$ cat src/rtl/proj_lane_sched.sv
// Sequential lane test scheduler: enables one lane at a time, masks errors while it
// settles, latches synchronized checker errors during its dwell window, counts passes.
module proj_lane_sched #(
    parameter int unsigned LW     = 8,
    parameter int unsigned DWELL  = 1024,
    parameter int unsigned SETTLE = 16,
    parameter bit          LOOP   = 1'b1,
    localparam int unsigned CW    = (LW > 1) ? $clog2(LW) : 1
) (
    input  logic          clk,
    input  logic          rst,
    input  logic          start,
    input  logic [LW-1:0] errflgs,
    output logic [LW-1:0] laneen,
    output logic [CW-1:0] curlane,
    output logic [LW-1:0] errsticky,
    output logic          busy,
    output logic          done,
    output logic [15:0]   passcnt
);

    localparam int unsigned MAXC = (DWELL > SETTLE) ? DWELL : SETTLE;
    localparam int unsigned CNTW = $clog2(MAXC + 1);

    typedef enum logic [2:0] {
        ST_IDLE,
        ST_SETTLE,
        ST_RUN,
        ST_NEXT,
        ST_DONE
    } state_t;

    state_t          state_q;
    state_t          state_d;
    logic [CNTW-1:0] cnt_q;
    logic [CNTW-1:0] cnt_d;
    logic [CW-1:0]   curlane_d;
    logic [LW-1:0]   sticky_d;
    logic [15:0]     passcnt_d;
    logic [LW-1:0]   laneen_d;
    logic            busy_d;
    logic            done_d;
    logic [LW-1:0]   err_meta;
    logic [LW-1:0]   err_sync;

    // Two-flop synchronizer for the asynchronous checker flags
    always_ff @(posedge clk or negedge rst) begin
        if (!rst) begin
            err_meta <= '0;
            err_sync <= '0;
        end else begin
            err_meta <= errflgs;
            err_sync <= err_meta;
        end
    end

    // Next-state, counters and next output values
    always_comb begin
        state_d   = state_q;
        cnt_d     = cnt_q + CNTW'(1);
        curlane_d = curlane;
        sticky_d  = errsticky;
        passcnt_d = passcnt;

        case (state_q)
            ST_IDLE, ST_DONE: begin
                cnt_d = '0;
                if (start) begin
                    state_d   = ST_SETTLE;
                    curlane_d = '0;
                    sticky_d  = '0;
                    passcnt_d = '0;
                end
            end
            ST_SETTLE: begin
                if (cnt_q == CNTW'(SETTLE - 1)) begin
                    state_d = ST_RUN;
                    cnt_d   = '0;
                end
            end
            ST_RUN: begin
                if (err_sync[curlane]) begin
                    sticky_d[curlane] = 1'b1;
                end
                if (cnt_q == CNTW'(DWELL - 1)) begin
                    state_d = ST_NEXT;
                    cnt_d   = '0;
                end
            end
            ST_NEXT: begin
                cnt_d = '0;
                if (curlane == CW'(LW - 1)) begin
                    if (passcnt != 16'hFFFF) begin
                        passcnt_d = passcnt + 16'd1;
                    end
                    if (LOOP) begin
                        curlane_d = '0;
                        state_d   = ST_SETTLE;
                    end else begin
                        state_d   = ST_DONE;
                    end
                end else begin
                    curlane_d = curlane + CW'(1);
                    state_d   = ST_SETTLE;
                end
            end
            default: begin
                state_d = ST_IDLE;
                cnt_d   = '0;
            end
        endcase

        // Outputs are derived from the next state so the registers line up with it
        laneen_d = '0;
        if (state_d == ST_SETTLE || state_d == ST_RUN) begin
            laneen_d = LW'(1) << curlane_d;
        end
        busy_d = (state_d == ST_SETTLE) || (state_d == ST_RUN) || (state_d == ST_NEXT);
        done_d = (state_d == ST_DONE);
    end

    // State and registered outputs
    always_ff @(posedge clk or negedge rst) begin
        if (!rst) begin
            state_q   <= ST_IDLE;
            cnt_q     <= '0;
            curlane   <= '0;
            errsticky <= '0;
            passcnt   <= '0;
            laneen    <= '0;
            busy      <= 1'b0;
            done      <= 1'b0;
        end else begin
            state_q   <= state_d;
            cnt_q     <= cnt_d;
            curlane   <= curlane_d;
            errsticky <= sticky_d;
            passcnt   <= passcnt_d;
            laneen    <= laneen_d;
            busy      <= busy_d;
            done      <= done_d;
        end
    end

endmodule

$ cat config.mk
export PLATFORM = sky130hd
export DESIGN_NAME = proj_lane_sched
export DESIGN_NICKNAME = d
export VERILOG_FILES = /design/src/rtl/proj_lane_sched.sv
export SDC_FILE = /design/constraint.sdc
export NUM_CORES = 1
export LEC_CHECK = 0
export BUFFER_PORTS_ARGS = -buffer_cell sky130_fd_sc_hd__buf_2
export CAP_MARGIN = 20
export CORE_ASPECT_RATIO = 0.5
export CORE_MARGIN = 4
export CORE_UTILIZATION = 30
export DETAILED_ROUTE_END_ITERATION = 10
export HOLD_SLACK_MARGIN = 0.08
export MAX_ROUTING_LAYER = met4
export PLACE_DENSITY = 0.49
export SLEW_MARGIN = 10
export SYNTH_ARGS = -nofsm -noshare
export SYNTH_HDL_FRONTEND = slang
export SYNTH_SLANG_ARGS = --single-unit
$ cat constraint.sdc
create_clock -name clk -period 6 [get_ports clk]
set_input_delay 1.2 -clock clk [delete_from_list [all_inputs] [get_ports clk]]
set_output_delay 1.2 -clock clk [all_outputs]
set_load 0.01 [all_outputs]
==> results of run 1 <==
[Yosys cell counts (3+ instances only)]
| cell type | n | area [sq um] |
|---|---|---|
| dfrtp_1 | 67 | 1680 |
| nor2_1 | 28 | 105 |
| nand2_1 | 25 | 93.8 |
| nor3_1 | 15 | 75.1 |
| mux2i_1 | 12 | 120 |
| nand2b_1 | 12 | 75.1 |
| nand3_1 | 10 | 50.1 |
| inv_1 | 7 | 26.3 |
| xnor2_1 | 7 | 61.3 |
| a21oi_1 | 6 | 30.0 |
| clkbuf_1 | 6 | 22.5 |
| nor4_1 | 6 | 37.5 |
| a211oi_1 | 5 | 37.5 |
| and3_1 | 5 | 31.3 |
| nor2b_1 | 5 | 31.3 |
| a31oi_1 | 4 | 25.0 |
| ha_1 | 4 | 50.1 |
| nand4_1 | 4 | 25.0 |
| a41oi_1 | 3 | 26.3 |
| or4_1 | 3 | 22.5 |
[power by group]
part | total [mW] | switching, mW | internal, mW
sequential | 0.468 | 0.00633 | 0.462
combinational | 0.0258 | 0.0167 | 0.00912
clock | 0.533 | 0.205 | 0.328
[worst max-delay path by stage]
stage,startpoint,endpoint,slack [ns],depth (start not counted)
after global routing,start,passcnt[0],3.15,5
after floorplan,start,passcnt[7],3.64,5
after global placement,start,passcnt[0],3.02,5
final,start,passcnt[0],3.28,5
after detailed placement,start,passcnt[0],2.95,5
after CTS,start,passcnt[0],3.30,5
[flip-flops by register name (all words and copies together), names as in the netlist, 3 cells and up]
signal and cells:
passcnt 16, err_sync 8, cnt_q 11, errsticky 8
state_q 3, curlane 3, laneen 8, err_meta 8
[worst reg2reg max path: cells and delay by family (launching register included)]
kind,cells,cell delay (ns)
AO/OA/AOI/OAI,1,0.29
flip-flops,1,0.57
AND/OR/NAND/NOR,2,1.03
multiplexers,1,0.35
[metal layers]
| layer | vias to the layer above | wire, um |
|---|---|---|
| li1 | 1090 | - |
| met1 | 1117 | 3160 |
| met2 | 32 | 3170 |
| met3 | 8 | 245 |
| met4 | 0 | 78 |
| met5 | - | 0 |
[cell families after synthesis]
group / after synthesis / share of synthesized area, %
and+or+nand+nor: 127 / 23.1
DFF: 67 / 55.6
AOI/OAI and AO/OA: 37 / 10.4
buffers and inverters: 17 / 2.32
muxes: 13 / 4.35
xor gates and xnor gates: 9 / 2.61
adders and majority gates: 4 / 1.66
[layout make-up]
cell class | count | share of cell area, %
sequential | 67 | 45.3
multi-input combinational | 190 | 34.4
timing repair buffer | 48 | 6.56
clock buffer | 9 | 6.09
tap | 135 | 4.57
clock inverter | 7 | 2.27
inverter | 8 | 0.812
==> summary.md, run 1 <==
| Metric | Value |
|---|---|
| Met3 Use GR | `3.71%` |
| Routed len/inst | `14.3 um` |
| R2R Setup Slk | `3.65 ns` |
| CP required | `6.20 ns` |
| Seq. cell area | `0.00168 sq mm` |
| WP buf/inv | `1` |
| Met1 global-route usage | `15.5%` |
| Die W | `150 um` |
| Final setup margin | `3.28 ns` |
| Hold Crit Class | `flip-flop to flip-flop` |
| Slowest-stage cell, CP | `nor3b_4` |
| RR Startpoint | `state_q[1]` |
| Synthesized flop and latch total | `67` |
| Leakage power | `1.65 nW` |
| Post-place setup slack | `2.95 ns` |
| Dpl cells | `448` |
| Sink Count | `67` |
| Cts bufs inserted | `9` |
| Vias | `2,247` |
| IO Pins | `48` |
| CP peak stage delay | `0.63 ns` |
| Slew HR | `44.2%` |
| Busiest layer in global routing | `met2` |
| Nature of the critical path endpoint | `flip-flop` |
| Die Height | `78.9 um` |
| Top FF cell, synth | `dfrtp_1` |
| Placer congestion estimate | `0.814` |
| CP Cell Sequence | `buf_2 -> nor3b_4 -> nor2_1 -> a21oi_1 -> mux2_1` |
| Core area | `0.00963 sq mm` |
| CP Launch Type | `primary input` |
| Port Buffer Count | `47` |
| Vias in the first global route | `2,336` |
| HPWL Detailed | `4630 um` |
| Peak fanout along the critical path | `16` |
| Met2 usage | `19.9%` |
| Mapped Cells | `274` |
| Nets | `339` |
| Commonest non-fill, non-tap cell in the layout | `dfrtp_1` |
| Synth warn | `0` |
| Post-CTS sizing | `0` |
| PD cells | `278 mW/mm^2` |
| Drt pass-1 iters | `4` |
| Post-CTS Setup Inserts | `0` |
| Largest net degree at the start of global routing | `68` |
| Via density | `4.84` |
| Tmin final | `2.72 ns` |
| Hold Fails Final Rpt | `0` |
| Multi-input logic area | `0.00127 sq mm` |
| Seq/Total Area, Yosys | `55.6%` |
| Outcome | `finished clean` |
| CP delay by family, top | `simple AND/OR/NAND/NOR gates` |
| Most frequent cells in the layout | `dfrtp_1, buf_2, nor2_1, nand2_1, nor3_1` |
| Drt total wl | `6660 um` |
| H-Tree Depth | `3` |
| Worst vdd ir | `0.130 mV` |
| Worst EP arrival | `2.93 ns` |
| Iter 0 DRT Violations | `116` |
| Async SR Flop Fraction | `100%` |
| Initial Util | `31.3%` |
| Initial antenna violation count | `0` |
| Die footprint | `0.0118 sq mm` |
| Post-synth EDFFs | `0` |
| RSZ-0062 raised after global routing | `false` |
| Clk_lat worst skew | `0.33 ns` |
| Final setup violation count | `0` |
| Drc violations | `0` |
| Layout cell share with drive strength beyond 1 | `23.1%` |
| Synth cell types | `52` |
| Pwr Total | `1.03 mW` |
| Clock Tree Buf Depth | `2` |
| WS Path Type | `primary input to flip-flop` |
| Hold_sp | `err_meta[6]` |
| DRT antenna net count | `0` |
| Syn Nets | `289` |
| Worst-Margin Slew | `0.837 ns` |
| First-pass GRT wire length | `11,500 um` |
| Mapped Avg Cell Area | `11.0 sq um` |
| CTS tree | `built` |
| Rows | `25` |
| Area growth syn-to-layout | `22.6%` |
| Clock-pin transition on the worst setup and hold timing paths | `0.06 ns` |
| Worst reg2reg path depth | `4` |
| Slew Viols, Final | `0` |
| Fillers | `984` |
| Worst hold slack | `0.349 ns` |
| WHS Endpoint | `err_sync[6]` |
| Final Core Density | `38.4%` |
| Hold Buf Count CTS | `0` |
| Share of the cycle needed by the critical path after routing | `45.4%` |
| Post-DP Area | `0.00339 sq mm` |
| Hold Crit Depth | `0` |
| Final instance area | `0.00370 sq mm` |
| Setup Skew | `0.00732 ns` |
| Total gr overflow | `0` |
| FMAX | `367 MHz` |
| Clock root cell | `clkbuf_16` |
| Mapped cell area | `0.00302 sq mm` |
| Setup TNS | `0 ns` |
| Worst reg2reg endpoint | `passcnt[0]` |
| # diodes | `0` |
| Final non-filler cell total | `464` |
| Tot GR Track Use | `12.6%` |
| Max-Cap Viols | `0` |
(Power assumes the default switching activity.)
==> run 2, diff against run 1 <==
Settings changed: ABC_AREA set to 1, PLACE_DENSITY 0.49 to 0.5.
Clock period 6 ns to 2.4 ns, I/O delays scaled along.
==> summary.md, run 2 <==
| Metric | Value |
|---|---|
| Drt total wl | `7200 um (was 6660 um)` |
| Synth cell types | `33 (was 52)` |
| Die Height | `81.2 um (was 78.9 um)` |
| Worst EP arrival | `2.04 ns (was 2.93 ns)` |
| PD cells | `871 mW/mm^2 (was 278 mW/mm^2)` |
| Count leader, synth | `nand2_1 (was dfrtp_1)` |
| Largest net degree at the start of global routing | `36 (was 68)` |
| Synth warn | `0 (unchanged)` |
| Clock Tree Buf Depth | `2 (unchanged)` |
| Vias | `2,555 (was 2,247)` |
| Mapped Avg Cell Area | `8.49 sq um (was 11.0 sq um)` |
| Synth top area share | `52.1% (was 55.6%)` |
| IO Pins | `48 (unchanged)` |
| Top cell type by total area after synthesis | `dfrtp_1 (unchanged)` |
| # diodes | `0 (unchanged)` |
| H-Tree Depth | `3 (unchanged)` |
| Largest register by flop count | `passcnt (unchanged)` |
| Routed len/inst | `12.4 um (was 14.3 um)` |
| Mapped Cells | `379 (was 274)` |
| WS Path Type | `flip-flop to flip-flop (was primary input to flip-flop)` |
| FMAX | `549 MHz` |
| Nets | `450 (was 339)` |
| CP Cell Sequence | `inv_1 -> nand2_1 -> nand2_1 -> nand2_1 -> nand2_1 -> nand2_1 -> nand2_1 -> nand2_2 -> nand2_2 -> nand2_1 -> nand2_1 (was buf_2 -> nor3b_4 -> nor2_1 -> a21oi_1 -> mux2_1)` |
| Async SR Flop Fraction | `100% (unchanged)` |
| Area growth syn-to-layout | `22.8% (was 22.6%)` |
| Slowest-stage cell, CP | `dfrtp_1 (was nor3b_4)` |
| Die W | `154 um (was 150 um)` |
| HPWL Detailed | `5180 um (was 4630 um)` |
| Setup TNS | `0 ns (unchanged)` |
| Syn Nets | `394 (was 289)` |
| Final instance area | `0.00395 sq mm (was 0.00370 sq mm)` |
| Clk_lat worst skew | `0.33 ns (about the same)` |
| Drt pass-1 iters | `4 (unchanged)` |
| First-pass GRT wire length | `12,200 um (was 11,500 um)` |
| Hold Fails Final Rpt | `0 (unchanged)` |
| Initial Util | `31.1% (was 31.3%)` |
| Share of the cycle needed by the critical path after routing | `75.9%` |
| Seq/Total Area, Yosys | `52.1% (was 55.6%)` |
| CP Launch Type | `flip-flop (was primary input)` |
| Slew HR | `70.7% (was 44.2%)` |
| Worst vdd ir | `0.363 mV (was 0.130 mV)` |
| Iter 0 DRT Violations | `106 (was 116)` |
| Post-synth EDFFs | `0 (unchanged)` |
| DRT antenna net count | `0 (unchanged)` |
| Most frequent cells in the layout | `nand2_1, dfrtp_1, nor2_1, buf_2, inv_1 (was dfrtp_1, buf_2, nor2_1, nand2_1, nor3_1)` |
| Sink Count | `67 (unchanged)` |
| Port Buffer Count | `47 (unchanged)` |
| Slew Viols, Final | `0 (unchanged)` |
| Core area | `0.0103 sq mm (was 0.00963 sq mm)` |
| Peak fanout along the critical path | `11 (was 16)` |
| Rows | `26 (was 25)` |
| Regs by FF count | `passcnt (16), cnt_q (11) (unchanged)` |
| Clock-pin transition on the worst setup and hold timing paths | `0.06 ns (about the same)` |
| Worst-Margin Slew | `0.436 ns (was 0.837 ns)` |
| Setup Skew | `0.00853 ns (was 0.00732 ns)` |
| CP required | `2.62 ns (was 6.20 ns)` |
| Final setup violation count | `0 (unchanged)` |
| Via density | `4.41 (was 4.84)` |
| Hold Crit Class | `primary input to flip-flop (was flip-flop to flip-flop)` |
| Post-synth top cells | `nand2_1, dfrtp_1, nor2_1 (was dfrtp_1, nor2_1, nand2_1)` |
| Largest cells by area after synthesis | `dfrtp_1, nand2_1, nor2_1 (was dfrtp_1, mux2i_1, nor2_1)` |
| Initial antenna violation count | `0 (unchanged)` |
| CTS tree | `built (unchanged)` |
| Leakage power | `1.90 nW (was 1.65 nW)` |
| Placer congestion estimate | `0.811 (was 0.814)` |
| Nature of the critical path endpoint | `flip-flop (unchanged)` |
| Clock root cell | `clkbuf_16 (unchanged)` |
| Post-DP Area | `0.00362 sq mm (was 0.00339 sq mm)` |
| Die footprint | `0.0125 sq mm (was 0.0118 sq mm)` |
| Total gr overflow | `0 (unchanged)` |
| Drc violations | `0 (unchanged)` |
| Synthesized flop and latch total | `67 (unchanged)` |
| Commonest non-fill, non-tap cell in the layout | `nand2_1 (was dfrtp_1)` |
| Max-Cap Viols | `0 (unchanged)` |
| Top FF cell, synth | `dfrtp_1 (unchanged)` |
| Tmin final | `1.82 ns` |
| Layout cell share with drive strength beyond 1 | `19.5% (was 23.1%)` |
| CP peak stage delay | `0.55 ns (was 0.63 ns)` |
| Outcome | `finished clean (unchanged)` |
| Post-CTS sizing | `0 (unchanged)` |
| Max FFs per register | `16 (unchanged)` |
| Vias in the first global route | `2,468 (was 2,336)` |
| Mapped cell area | `0.00322 sq mm (was 0.00302 sq mm)` |
| CP most frequent cell | `nand2_1` |
| Cts bufs inserted | `9 (unchanged)` |
| Tot GR Track Use | `12.6% (about the same)` |
| RSZ-0062 raised after global routing | `false (unchanged)` |
-- run 2: cell types whose count changed after synthesis, sizes merged, moves of 10 or more --
cell / change
nand2: +91
nor2: +35
inv: +25
nand3: +19
o21ai: +13
mux2i: -12
nand2b: -12
xor2: +10
-- run 2: logic make-up after synthesis --
family / synth area share (%)
simple gates: 31.2
flops: 52.1
buf+inv: 5.05
compound gates: 6.30
xor+xnor: 3.81
fa+ha+maj: 1.56
-- run 2: final timing paths --
path / start / end / slack (ns) / cells past startpoint
max: curlane[0] / errsticky[0] / 0.58 / 11
min: errflgs[1] / err_meta[1] / 0.25 / 1
max reg2reg: curlane[0] / errsticky[0] / 0.58 / 11
min reg2reg: err_meta[6] / err_sync[6] / 0.35 / 0
max in group asynchronous: rst / errsticky[2] / 1.25 / 3
min in group asynchronous: rst / cnt_q[4] / 0.58 / 2
-- run 2: per-stage QoR --
step           util, %  setup slack (ns)  hold WS, ns  power (mW)  instances
2_1_floorplan        -             0.803        0.184        1.85        379
3_3_place_gp      35.0             0.600        0.332        2.05        563
3_5_place_dp      35.0             0.582        0.335        2.04        563
4_1_cts           38.2             0.583        0.240        3.49        580
5_1_grt           38.2             0.403        0.239        3.63        580
6_report          38.2             0.578        0.251        3.44        580
-- run 2: area by class of cell --
class | instances | area, sq um
Sequential cell | 67 | 1680
Multi-Input combinational cell | 274 | 1380
Tap cell | 140 | 175
Clock buffer | 9 | 225
Fill cell | 1075 | 6390
Inverter | 33 | 124
Clock inverter | 7 | 98.8
Timing Repair Buffer | 50 | 273
-- run 2: repair_timing --
action / CTS / global route
endpoints found under the setup margin: 0 / 0
setup buffers: 0 / 0
hold buffers: 1 / 0
hold endpoints to repair: 11 / 0
-- run 2: critical path, delay by kind of cell (launching register included) --
family / cells / cell delay, ns
flip-flops: 1 / 0.55
AND/OR/NAND/NOR: 10 / 0.87
buffers and inverters: 1 / 0.28
-- run 2: routing by layer --
| metal | global-route usage [%] | vias up | wire length (um) |
|---|---|---|---|
| li1 | - | 1320 | - |
| met1 | 16.1 | 1177 | 3540 |
| met2 | 19.3 | 51 | 3220 |
| met3 | 3.78 | 7 | 334 |
| met4 | 4.23 | 0 | 99 |
| met5 | - | - | 0 |
-- run 2: power by group --
part | internal (mW) | total, mW | switching [mW] | leakage (nW)
logic | 0.223 | 0.655 | 0.432 | 0.864
clock network | 0.916 | 1.43 | 0.511 | 0.156
registers | 1.24 | 1.36 | 0.117 | 0.880
